$ cat src/rtl/if_fetch_pkg.sv
// Shared types and constants for the instruction fetch stage.
// Latency: n/a (types only).
// Backpressure: n/a (types only).
package if_fetch_pkg;

    localparam int unsigned INST_ADDR_W = 32;
    localparam int unsigned INST_W      = 32;

    typedef logic [INST_ADDR_W-1:0] inst_addr_t;
    typedef logic [INST_W-1:0]      inst_t;

    localparam inst_addr_t RESET_PC_DEFAULT = 32'h0000_0000;
    localparam inst_addr_t PC_STEP          = 32'd4;

    // Fetch FSM encoding.
    typedef enum logic [1:0] {
        S_IDLE = 2'd0,
        S_REQ  = 2'd1,
        S_HOLD = 2'd2,
        S_DROP = 2'd3
    } fetch_state_e;

    // One presented (or buffered) instruction; all-zero is a bubble.
    typedef struct packed {
        inst_addr_t pc;
        inst_t      inst;
    } fetch_pkt_t;

    localparam fetch_pkt_t BUBBLE = '0;

    // Fetch addresses are always word aligned.
    function automatic inst_addr_t word_align(input inst_addr_t a);
        return a & ~inst_addr_t'(3);
    endfunction

endpackage

$ cat src/rtl/if_fetch_pc_reg.sv
// Program counter: next word address to fetch, with redirect load and +4 step.
// Latency: load/increment visible on pc_o the cycle after the request.
// Backpressure: none; the fetch FSM decides when to step or load.
// Ports: clk/rst (async, active high), load_i + load_addr_i (redirect),
//        inc_i (advance by one word), pc_o (current fetch address).
module if_fetch_pc_reg
    import if_fetch_pkg::*;
#(
    parameter inst_addr_t RESET_PC = RESET_PC_DEFAULT
) (
    input  logic                   clk,
    input  logic                   rst,
    input  logic                   load_i,
    input  logic [INST_ADDR_W-1:0] load_addr_i,
    input  logic                   inc_i,
    output logic [INST_ADDR_W-1:0] pc_o
);

    inst_addr_t pc_q;
    inst_addr_t pc_d;

    // A redirect wins over a step taken in the same cycle.
    always_comb begin
        pc_d = pc_q;
        if (load_i) begin
            pc_d = word_align(load_addr_i);
        end else if (inc_i) begin
            pc_d = pc_q + PC_STEP;   // wraps modulo 2^32
        end
    end

    always_ff @(posedge clk or posedge rst) begin
        if (rst) begin
            pc_q <= word_align(RESET_PC);
        end else begin
            pc_q <= pc_d;
        end
    end

    assign pc_o = pc_q;

endmodule

$ cat src/rtl/if_fetch.sv
// Instruction fetch: owns the PC, fetches words over req/ack, presents one instruction or bubble per cycle.
// Latency: instruction acked in cycle N appears on if_pc/if_inst in N+1; one per cycle with zero-wait memory.
// Backpressure: stall during an ack parks the word in a one-entry buffer and pauses fetching until stall falls.
// Ports: clk, rst (async, active high); br/br_addr redirect; stall from downstream;
//        mem_req/mem_addr/mem_ack/mem_rdata memory handshake; if_pc/if_inst to the IF/ID register.
module if_fetch
    import if_fetch_pkg::*;
#(
    parameter inst_addr_t RESET_PC = RESET_PC_DEFAULT
) (
    input  logic                   clk,
    input  logic                   rst,
    input  logic                   br,
    input  logic [INST_ADDR_W-1:0] br_addr,
    input  logic                   stall,
    output logic                   mem_req,
    output logic [INST_ADDR_W-1:0] mem_addr,
    input  logic                   mem_ack,
    input  logic [INST_W-1:0]      mem_rdata,
    output logic [INST_ADDR_W-1:0] if_pc,
    output logic [INST_W-1:0]      if_inst
);

    fetch_state_e state_q;
    fetch_pkt_t   out_q;
    fetch_pkt_t   buf_q;
    inst_addr_t   drop_addr_q;   // address of the wrong-path fetch still awaiting its ack
    inst_addr_t   pc;
    fetch_pkt_t   fetched;
    logic         pc_inc;

    // Every redirect reloads the PC; only a kept transfer advances it.
    assign pc_inc = (state_q == S_REQ) && mem_ack && !br;

    if_fetch_pc_reg #(
        .RESET_PC (RESET_PC)
    ) u_pc_reg (
        .clk         (clk),
        .rst         (rst),
        .load_i      (br),
        .load_addr_i (br_addr),
        .inc_i       (pc_inc),
        .pc_o        (pc)
    );

    assign fetched.pc   = pc;
    assign fetched.inst = mem_rdata;

    // The request decodes straight from the state register so reset drops it immediately.
    // In DROP the old address must stay on the bus even though pc already holds the target.
    always_comb begin
        mem_req  = 1'b0;
        mem_addr = '0;
        case (state_q)
            S_REQ: begin
                mem_req  = 1'b1;
                mem_addr = pc;
            end
            S_DROP: begin
                mem_req  = 1'b1;
                mem_addr = drop_addr_q;
            end
            default: begin
                mem_req  = 1'b0;
                mem_addr = '0;
            end
        endcase
    end

    always_ff @(posedge clk or posedge rst) begin
        if (rst) begin
            state_q     <= S_IDLE;
            out_q       <= BUBBLE;
            buf_q       <= BUBBLE;
            drop_addr_q <= '0;
        end else begin
            // IF/ID captures every cycle, so anything not explicitly loaded is a bubble.
            out_q <= BUBBLE;
            if (br) begin
                buf_q <= BUBBLE;
            end
            case (state_q)
                S_IDLE: begin
                    state_q <= S_REQ;
                end
                S_REQ: begin
                    if (br) begin
                        // A same-cycle ack is wrong-path data; without one the stale
                        // request is still in flight and must be drained first.
                        if (!mem_ack) begin
                            state_q     <= S_DROP;
                            drop_addr_q <= pc;
                        end
                    end else if (mem_ack) begin
                        if (stall) begin
                            buf_q   <= fetched;
                            state_q <= S_HOLD;
                        end else begin
                            out_q <= fetched;
                        end
                    end
                end
                S_HOLD: begin
                    if (br) begin
                        state_q <= S_REQ;
                    end else if (!stall) begin
                        out_q   <= buf_q;
                        buf_q   <= BUBBLE;
                        state_q <= S_REQ;
                    end
                end
                S_DROP: begin
                    if (mem_ack) begin
                        state_q <= S_REQ;
                    end
                end
                default: begin
                    state_q <= S_IDLE;
                end
            endcase
        end
    end

    assign if_pc   = out_q.pc;
    assign if_inst = out_q.inst;

endmodule

$ cat config.mk
export PLATFORM = sky130hd
export DESIGN_NAME = if_fetch
export DESIGN_NICKNAME = d
export VERILOG_FILES = /design/src/rtl/if_fetch_pkg.sv /design/src/rtl/if_fetch_pc_reg.sv /design/src/rtl/if_fetch.sv
export SDC_FILE = /design/constraint.sdc
export NUM_CORES = 1
export LEC_CHECK = 0
export ABC_AREA = 1
export CAP_MARGIN = 20
export CORE_ASPECT_RATIO = 1.2
export CORE_UTILIZATION = 61
export CTS_CLUSTER_SIZE = 20
export DETAILED_ROUTE_END_ITERATION = 8
export DONT_BUFFER_PORTS = 1
export PLACE_DENSITY_LB_ADDON = 0.2
export SLEW_MARGIN = 10
export SYNTH_ARGS = -nofsm -noshare
export SYNTH_HDL_FRONTEND = slang
export SYNTH_HIERARCHICAL = 1
export SYNTH_SLANG_ARGS = --single-unit
$ cat constraint.sdc
create_clock -name clk -period 12.8 [get_ports clk]
set_input_delay 0.64 -clock clk [delete_from_list [all_inputs] [get_ports clk]]
set_output_delay 0.64 -clock clk [all_outputs]
set_load 0.02 [all_outputs]
Word-level counts from Yosys, hierarchy flattened
Index checks and enable logic that the tools add are counted.
Storage, ports and cells
  register bits: 194
  bits of input ports: 69
  output and inout port bits: 97
  word-level logic and storage cells: 50
Cells by class
  add/sub/neg operators: 1
  equality and inequality tests: 8
  mux-type cells: 25
  bitwise operators: 1
  reduce and logical (&&, ||, !) cells: 8
Operators with widths (count)
  64-bit two-way mux: 11
  64-bit one-hot mux with 2 select lines: 2
  32-bit two-way mux: 2
  32-bit one-hot mux with 2 select lines: 1
  32-bit by 3-bit adder with 32-bit output (second input constant): 1
  2-bit two-way mux: 7
  3-bit != test (second input constant): 4
  2-bit one-hot mux with 4 select lines: 1
  5-bit AND reduction: 1
  2-bit == test (second input constant): 2
  3-bit AND reduction: 1
  2-bit by 1-bit == test with 1-bit output (second input constant): 1
  1-bit logical AND: 2
  2-bit zero test: 1
  2-bit != test (second input constant): 1
  2-bit nonzero test: 1
  2-bit OR reduction: 1
  1-bit zero test: 1
  1-bit two-way mux: 1
  1-bit NOT: 1

Depth between registers and ports, before layout
Gate-level depths: netlist (run 1).
  depth in word-level cells: 5
  mapped depth: 11
  depth with buffers taken out: 9

Cells and area by module
Netlist (run 1), hierarchy kept.
By module, submodules not included
  if_fetch: times used 1, cells each 842, area an instance 7352.1 um^2, seq. area each 4053.9 um^2
  if_fetch_pc_reg: times used 1, cells each 307, area an instance 2124.5 um^2, seq. area each 750.7 um^2

Worst setup path before layout (run 1)
Ideal clock, no wire load.
  path kind: reg-to-output
  start point: reg state_q[1]
  end point: out mem_addr[10]
  arrival time: 1.508 ns
  data required time: 12.160 ns
  path slack: 10.652 ns
  stages on the path, launching flop included: 7
  path buffers: 2
  cell sequence: dfrtp_1 -> inv_1 -> ha_1 -> buf_2 -> inv_1 -> clkbuf_1 -> o21ai_0
Between the ends
  cells in the longest elaborated chain, start to end: 2
  elaborated cells on any way between the ends: 3
  classes of those cells: eq/ne: 2; mux: 1
Ends and longest elaborated chain
  from (decl): RTL line if_fetch.sv:24  | fetch_state_e state_q;
  from (signal assigned): RTL line if_fetch.sv:72  | state_q <= S_IDLE;
  from (signal assigned): RTL line if_fetch.sv:84  | state_q <= S_REQ;
  from (signal assigned): RTL line if_fetch.sv:91  | state_q <= S_DROP;
  2-bit == test or 2-bit by 1-bit == test with 1-bit output (tied branches): RTL line if_fetch.sv:54  | case (state_q)
  32-bit one-hot mux with 2 select lines *: RTL line if_fetch.sv:54
  to (decl): RTL line if_fetch.sv:17  | output logic [INST_ADDR_W-1:0] mem_addr,
Every way passes the cells marked *; elsewhere a longest branch is shown, timed or not.

Worst setup path in the final report (run 1)
  start point: reg state_q[1]
  end point: out mem_addr[27]
Same word-level chain as after synthesis.

==> reports/metrics.cfg, run 1 <==
[final_layout]
stdcell_area_um2=10100
area_growth_pct=6.19
fin_cells=1319
nNetsFinal=1175
drive_above_1_share=0.0834
antennaDiodeCount=0

[synthesis]
ys_warn_count=6
synth-xor-area-share=0.00555
avgSynthCellArea_um2=8.25
synth_area_um2=9480
synth-simple-area-share=0.247
synth_top_area_cell=dfrtp_1
synthMuxAreaShare=0
ys_seq_elements=192
syn_inst=1149
synth_top_area_share=0.507
yosysSeqAreaShare=0.507
synth-compound-area-share=0.150
synth_cell_types=31
synth_adder_area_share=0.00528
synth_top_family_by_area=simple AND/OR/NAND/NOR gates
synth_area_leaders=dfrtp_1, nand2_1, nand3_1, o21ai_0, inv_1

[placed_design]
dp_cells=1285
hpwl_um=14600
port_buffers=0
place_congestion=0.871
dpl_cell_area_um2=9440

[critical_path]
worstPathMaxFanout=33
crit_arrival_ns=2.64
end_kind=output port
worstRegToRegCells=8
critPathKind=flip-flop to output port
crit_required_ns=12.16
start_kind=flip-flop

[worst_hold_path]
hp-class=primary input to async pin

[clock_tree]
clock-sinks=192
clk_path_buf_depth=2
postCtsSetupRepairBufs=0
cts_root_buffer=clkbuf_16
cts.htree.levels=4
path_clk_slew_ns=0.07
cts_resized=0
worstSkewPairLatency_ns=0.43
tritoncts=built
cts_buffers=17
cts_hold_buf=0

[power_and_ir_drop]
ir_worst_vdd_v=0.000121
power_density_nw_per_um2=188
pwr-share-seq=0.416
combPwrFrac=0.310
swShare=0.418
p_sw_mw=0.792
p_int_mw=1.10
p_leak_nw=4.53
clock_power_share=0.274

[route]
finalWirelength_um=23700
drc=0
vias=7842
initialDrtViolationCount=750
wl_per_cell_um=18.0
via_per_inst=5.95
ant_nets=0
drt_pass1_iterations=5

[floorplanning]
std_cell_rows=49
start_util=0.628
dieArea_um2=16000
dieWidth_um=116
dieHeight_um=139
ios=166
core_region_area_um2=15100

[grt]
grt_pass1_vias=7432
grt_antenna_before_repair=0
grt_pass1_wl_um=38500
grt_remaining_overflow=0
grt_use_total=0.309
grt_max_degree=89

[timing]
slew_viol_final=0
period_minus_slack_ns=3.28
tns_ns=0
final-hold-violation-count=0
skew_ns=0.00711
worstMarginPinSlew_ns=1.02
max_slew_margin=0.316
max_clock_freq_ghz=0.305
rsz0062_at_grt=false
setup_viol=0
period_share=0.256

[run_status]
status=finished clean

[run]
drv_cap=0

==> worst paths after layout <==
| check | from | end | slack, ns |
|---|---|---|---|
| min in group clk | br | u_pc_reg/pc_o[3] | 0.34 |
| setup / recovery | state_q[1] | mem_addr[27] | 9.52 |
| hold reg to reg | drop_addr_q[30] | drop_addr_q[30] | 0.49 |
| hold / removal | rst | u_pc_reg/pc_o[21] | 0.14 |
| max in group asynchronous | rst | drop_addr_q[7] | 11.42 |
| setup reg to reg | state_q[1] | u_pc_reg/pc_o[15] | 10.43 |
==> through the flow <==
step	hold slack (ns)	worst slack, ns	total power, mW	util
floorplan	0.453	7.78	1.25	-
global placement	0.466	9.95	1.36	0.624
detailed placement	0.473	9.98	1.38	0.626
CTS	0.142	9.51	1.89	0.664
global route	0.163	9.35	2.00	0.667
finish	0.142	9.52	1.89	0.667
==> metal layers <==
layer  global-route usage  share of wire  wire (µm)  vias up
met5                    0              0          0        -
met4                0.120          0.025        604        0
met3               0.0717          0.073       1730       34
met2                0.484           0.49      11600      315
met1                0.417           0.41       9740     3776
li1                     -              -          -     3717
==> worst max-delay path, cell delays in order (launching register included) <==
cell and delay [ns]:
dfrtp_1 0.42, inv_1 0.07, ha_1 0.33, inv_1 0.53, o21ai_0 0.86
==> cell type report <==
type,count,area [µm²]
clock buffers,17,425
clock inverters,15,153
fillers,1294,5020
inverters,103,398
multi-input cells,775,3880
flip-flops and latches,192,4800
well taps,204,255
repair buffers,13,145
==> cells in the mapped netlist (all sizes together) <==
cell    count
a21oi      66
conb        1
clkbuf     31
or2         2
nor2       52
xor2        6
o21bai      4
o21ai     104
inv       102
ha          4
clkinv      1
o22ai      48
buf        49
o211ai      2
and2        4
nand2     272
dfrtp     192
nand3     188
a22oi      21
==> kinds of logic after synthesis <==
kind of cell	after synthesis
compound gates	245
fa+ha+maj	4
buf+inv	183
xor+xnor	6
simple gates	518
flops	192
other cells	1
==> layout by cell type, fill, tap and decap left out, drive strengths merged, types with 13 or more instances in the layout <==
cell    instances
nand2         272
dfrtp         192
nand3         188
inv           108
o21ai         104
a21oi          66
nor2           52
o22ai          48
a22oi          21
clkbuf         17
buf            13
==> state kept, by name (all words and copies together) (netlist names) <==
name	cells
buf_q	64
drop_addr_q	32
if_inst	32
if_pc	32
state_q	2
u_pc_reg/pc_o	30
==> power groups by stage <==
stage,Combinational (mW),Clock [mW],Sequential (mW)
6_report,0.586,0.518,0.788
5_1_grt,0.644,0.553,0.801
4_1_cts,0.581,0.527,0.786
3_5_place_dp,0.580,0,0.797
3_3_place_gp,0.570,0,0.794
2_1_floorplan,0.481,0,0.772
No activity file was read; power rests on OpenSTA's default activity.
==> run 2, diff against run 1 <==
- ABC_AREA: 1 -> 0
- clock period: 12.8 -> 3.2 ns (I/O delays scaled with it)
==> reports/metrics.cfg, run 2 <==
[run_status]
status=finished with violations
violations=design-rule violations

[timing]
setup_viol=0  ; unchanged
tns_ns=0  ; unchanged
slew_viol_final=0  ; unchanged
worstMarginPinSlew_ns=1.09  ; +0.0629 ns
holdWs_ns=0.0127  ; -0.130 ns
skew_ns=0.00644  ; -0.000672 ns
final-hold-violation-count=0  ; unchanged
max_slew_margin=0.275  ; -0.0412
fin_ws_ns=0.410  ; -9.11 ns
max_clock_freq_ghz=0.358
rsz0062_at_grt=false
period_share=0.872
period_minus_slack_ns=2.79

[power_and_ir_drop]
ir_worst_vdd_v=0.000635  ; +430%
swShare=0.372  ; -0.0460
pwr-share-seq=0.411  ; -0.005
power_density_nw_per_um2=744  ; +300%
p_leak_nw=4.45  ; -1.8%
clock_power_share=0.274  ; about the same
p_int_mw=4.78  ; +330%
combPwrFrac=0.316  ; +0.006
p_sw_mw=2.83  ; +260%

[synthesis]
synthArstFlopShare=1.00  ; unchanged
synth_edf_count=0  ; unchanged
avgSynthCellArea_um2=10.9  ; +32%
synth_area_um2=8880  ; -6.3%
ys_seq_elements=192  ; unchanged
ys_warn_count=6  ; unchanged
yosysSeqAreaShare=0.541  ; +0.0340
synth_top_area_cell=dfrtp_1
synth_top_area_share=0.541  ; +0.0340
synth_most_common_cell=dfrtp_1
synth_area_leaders=dfrtp_1, a22o_1, a22oi_1, nor2b_1, nor2_1
syn_inst=815  ; -29%
synth_common_cells=dfrtp_1, a22o_1, nor2_1
ys.flop_type=dfrtp_1
synth_cell_types=52  ; +68%

[route]
wl_met2_um=10900  ; -6.1%
wl_per_cell_um=21.9  ; +22%
drc=13  ; +13
via_per_inst=6.69  ; +12%
wl_met3_um=1550  ; -10%
ant_nets=0  ; unchanged
finalWirelength_um=22500  ; -5.3%
dr.max_layer_used=met4
initialDrtViolationCount=815  ; +8.7%
vias=6854  ; -13%
drt_pass1_iterations=9  ; +4
met1_length_um=9510  ; -2.4%

[clock_tree]
cts_resized=0  ; unchanged
tritoncts=built
worstSkewPairLatency_ns=0.43  ; about the same
cts_hold_buf=69  ; +69
path_clk_slew_ns=0.07  ; about the same
postCtsSetupRepairBufs=0  ; unchanged
clock-sinks=192  ; unchanged
cts_root_buffer=clkbuf_16
cts_buffers=17  ; unchanged
clk_path_buf_depth=2  ; unchanged
cts.htree.levels=4  ; unchanged

[grt]
grt_pass1_vias=6690  ; -10%
grt_use_total=0.304  ; -0.00491
grt_pass1_wl_um=35700  ; -7.4%
grt_max_degree=151  ; +70%
grt_antenna_before_repair=0  ; unchanged
grt_remaining_overflow=0  ; unchanged

[critical_path]
worstPathMaxFanout=15  ; -55%
end_kind=flip-flop
crit_arrival_ns=3.13  ; +0.49 ns
r2r_slack_ns=0.41  ; -10.02 ns
start_kind=flip-flop
crit_required_ns=3.54  ; -8.62 ns
critPathKind=flip-flop to flip-flop

[placed_design]
dp_cells=925  ; -28%
port_buffers=0  ; unchanged
hpwl_um=12600  ; -14%
dp_slack_ns=0.478  ; -9.50 ns
place_congestion=0.794  ; -8.8%

[final_layout]
mostFrequentLayoutCell=dfrtp_1
final_cell_mix=dfrtp_1, a22o_1, nor2_1, dlygate4sd3_1
seqCellArea_um2=4800  ; unchanged
largest_reg_flops=64  ; unchanged
nNetsFinal=915  ; -22%
drive_above_1_share=0.0831  ; -0.000270
multiInputGateArea_um2=3740  ; -3.7%
antennaDiodeCount=0  ; unchanged
fin_cells=1025  ; -22%
area_growth_pct=15.1
top_register=buf_q
nFillCells=935  ; -28%

[floorplanning]
ios=166  ; unchanged
dieHeight_um=134  ; -3.1%
dieArea_um2=15000  ; -6.2%
dieWidth_um=112  ; -3.1%
start_util=0.635  ; +0.00620
core_region_area_um2=14000  ; -7.2%
std_cell_rows=47  ; -4.1%

[worst_hold_path]
hp-class=primary input to flip-flop

[run]
drv_cap=0  ; unchanged

run 2: cell types whose count changed after synthesis, moves of 50 or more:
cell	delta
nand2_1	-234
nand3_1	-173
inv_1	-93
a22o_1	+80
nor2b_1	+65
o21ai_0	-61
a21oi_1	-50
run 2: path summary, 6_finish.rpt:
check | start | end | depth (start not counted)
min in group asynchronous | rst | drop_addr_q[9] | 2
hold / removal | br | if_pc[3] | 3
max in group asynchronous | rst | if_pc[28] | 3
setup / recovery | state_q[1] | u_pc_reg/pc_o[21] | 8
setup reg to reg | state_q[1] | u_pc_reg/pc_o[21] | 8
hold reg to reg | drop_addr_q[0] | drop_addr_q[0] | 1
run 2: power by group through the flow:
stage | Combinational (mW) | Clock (mW) | Sequential [mW]
global placement | 2.20 | 0 | 3.13
detailed placement | 2.27 | 0 | 3.16
global route | 2.56 | 2.20 | 3.16
finish | 2.40 | 2.08 | 3.13
CTS | 2.38 | 2.10 | 3.12
floorplan | 1.92 | 0 | 3.07
run 2: per-layer routing:
layer / global-route usage / up-vias
li1: - / 3023
met1: 0.421 / 3463
met2: 0.483 / 333
met3: 0.0565 / 35
met4: 0.112 / 0
met5: 0 / -
run 2: through the flow:
step,instance area [µm²],power (mW),util
2_1_floorplan,8890,4.99,-
3_3_place_gp,8900,5.33,0.636
3_5_place_dp,8940,5.42,0.639
4_1_cts,10200,7.60,0.731
5_1_grt,10200,7.93,0.731
6_report,10200,7.61,0.731
run 2: kinds of logic after synthesis:
logic type | count (synthesis) | synth area share
simple gates | 249 | 0.160
compound gates | 241 | 0.196
flops | 192 | 0.541
buf+inv | 82 | 0.0431
mux | 33 | 0.0417
xor+xnor | 13 | 0.0128
fa+ha+maj | 4 | 0.00564
other cells | 1 | 0.000422
run 2: layout make-up:
| type | instances | area share |
|---|---|---|
| clock buffer | 22 | 0.0464 |
| clock inverter | 9 | 0.0106 |
| multi-input combinational | 542 | 0.366 |
| tap | 171 | 0.0209 |
| sequential | 192 | 0.470 |
| timing repair buffer | 81 | 0.0833 |
| inverter | 8 | 0.00330 |
run 2: critical path, stage by stage (launching register included):
cell and delay (ns):
dfrtp_1 0.44, inv_1 0.12, ha_1 0.17, nand2b_1 0.08, nor2_1 0.34, and4_1 0.50, nand4_4 0.29, or4b_1 0.56
a31oi_1 0.20
==> run 3, diff against run 2 <==
- RECOVER_POWER: not set -> 25
==> reports/metrics.cfg, run 3 (same netlist as run 2, synthesis figures left out) <==
[critical_path]
timing.critical_path.buf_inv=1  ; unchanged
cpPeakStageDelay_ns=0.56  ; about the same
critPathKind=flip-flop to flip-flop
cp_cell_sequence=inv_1 -> ha_1 -> nand2b_1 -> nor2_1 -> and4_1 -> nand4_4 -> or4b_1 -> a31oi_1
start_kind=flip-flop
crit_start=state_q[1]
critical_path.top_delay_family=simple AND/OR/NAND/NOR gates
worstPathMaxFanout=15  ; unchanged
end_kind=flip-flop
worst_path_max_delay_cell=or4b_1
r2r_start=state_q[1]
crit_required_ns=3.54  ; about the same
crit_arrival_ns=3.13  ; about the same

[final_layout]
nFillCells=937  ; +0.21%
drive_above_1_share=0.0820  ; -0.00117
top_register=buf_q
nNetsFinal=915  ; unchanged
antennaDiodeCount=0  ; unchanged
largest_reg_flops=64  ; unchanged
area_growth_pct=14.8
mostFrequentLayoutCell=dfrtp_1
final_cell_mix=dfrtp_1, a22o_1, nor2_1, dlygate4sd3_1

[floorplanning]
dieWidth_um=112  ; unchanged
dieHeight_um=134  ; unchanged
dieArea_um2=15000  ; unchanged
ios=166  ; unchanged
std_cell_rows=47  ; unchanged
core_region_area_um2=14000  ; unchanged
start_util=0.635  ; unchanged

[power_and_ir_drop]
power_mw=7.61  ; about the same
p_leak_nw=4.44  ; -0.26%
ir_worst_vdd_v=0.000635  ; about the same
power_density_nw_per_um2=746  ; +0.22%

[run_status]
violations=design-rule violations
status=finished with violations

[run]
drv_cap=0  ; unchanged

[route]
vias=6850  ; -0.058%
drc=14  ; +1
initialDrtViolationCount=816  ; +0.12%
via_per_inst=6.68  ; about the same
wl_per_cell_um=21.8  ; -0.28%
drt_pass1_iterations=7  ; -2
finalWirelength_um=22400  ; -0.28%
ant_nets=0  ; unchanged

[grt]
grt_antenna_before_repair=0  ; unchanged
top_usage_layer=met2
grtUsageMet1=0.421  ; unchanged
grt_pass1_wl_um=35700  ; unchanged
grt_remaining_overflow=0  ; unchanged
use_met3=0.0565  ; unchanged
grt_max_degree=151  ; unchanged
grt_pass1_vias=6690  ; unchanged
met2_usage=0.483  ; unchanged
grt_use_total=0.304  ; unchanged

[timing]
period_share=0.872  ; about the same
period_minus_slack_ns=2.79  ; -0.000504 ns
max_slew_margin=0.197  ; -0.0778
holdWs_ns=0.0215  ; +0.00884 ns
rsz0062_at_grt=false
setup_viol=0  ; unchanged
tns_ns=0  ; unchanged
final-hold-violation-count=0  ; unchanged
slew_viol_final=0  ; unchanged
skew_ns=0.00636  ; -0.0000774 ns
max_clock_freq_ghz=0.358  ; about the same
worstMarginPinSlew_ns=1.20  ; +0.117 ns

[clock_tree]
cts.htree.levels=4  ; unchanged
clock-sinks=192  ; unchanged
cts_root_buffer=clkbuf_16
clk_path_buf_depth=2  ; unchanged
cts_buffers=17  ; unchanged
path_clk_slew_ns=0.07  ; about the same
tritoncts=built
worstSkewPairLatency_ns=0.43  ; about the same

[placed_design]
port_buffers=0  ; unchanged
place_congestion=0.794  ; unchanged
hpwl_um=12600  ; unchanged

[worst_hold_path]
hp-class=primary input to flip-flop
min_from=br

-- run 3: changes by cell type in the layout (fill, tap and decap cells not counted), sizes merged --
| cell | before | now |
|---|---|---|
| buf | 13 | 12 |
| clkbuf | 22 | 23 |
-- run 3: final timing paths --
kind                       cells past startpoint           endpoint  slack, ns
max reg2reg                                    8  u_pc_reg/pc_o[21]       0.41
max                                            8  u_pc_reg/pc_o[21]       0.41
min in group asynchronous                      2   u_pc_reg/pc_o[3]       0.21
min                                            3           if_pc[3]       0.02
min reg2reg                                    1     drop_addr_q[8]       0.49
max in group asynchronous                      3  u_pc_reg/pc_o[28]       1.55
-- run 3: metal layers --
layer | vias up | wire length, µm
li1 | 3021 | -
met1 | 3462 | 9430
met2 | 330 | 10900
met3 | 37 | 1630
met4 | 0 | 461
met5 | - | 0
-- run 3: worst register-to-register path, cell delays in order (launching register included) --
cell and delay [ns]:
dfrtp_1 0.44, inv_1 0.11, ha_1 0.17, nand2b_1 0.08, nor2_1 0.34, and4_1 0.50, nand4_4 0.29, or4b_1 0.57
a31oi_1 0.20
-- run 3: final cells by class --
cell class | instances | area (µm²) | share of cell area
Clock inverter | 9 | 109 | 0.0107
Timing Repair Buffer | 81 | 828 | 0.0812
Multi-Input combinational cell | 542 | 3740 | 0.367
Tap cell | 171 | 214 | 0.0210
Inverter | 8 | 31.3 | 0.00307
Sequential cell | 192 | 4800 | 0.471
Clock buffer | 22 | 474 | 0.0465
-- run 3: timing repair --
action / in CTS / in global routing
gates resized for setup: 0 / 0
setup buffers: 0 / 0
hold endpoints to repair: 154 / 0
hold buffers: 69 / 0
-- run 3: per-stage QoR --
step	utilization	std cells	cell area (µm²)	setup WS, ns
finish	0.729	1025	10200	0.410
global route	0.729	1025	10200	0.255
CTS	0.731	1025	10200	0.454
detailed placement	0.639	925	8940	0.478
global placement	0.636	923	8900	0.543
floorplan	-	816	8890	0.827
-- run 3: where the power goes --
part	total, mW	internal [mW]	switching, mW
logic	2.40	0.766	1.63
registers	3.12	2.80	0.323
clock network	2.09	1.21	0.879
total	7.61	4.77	2.83
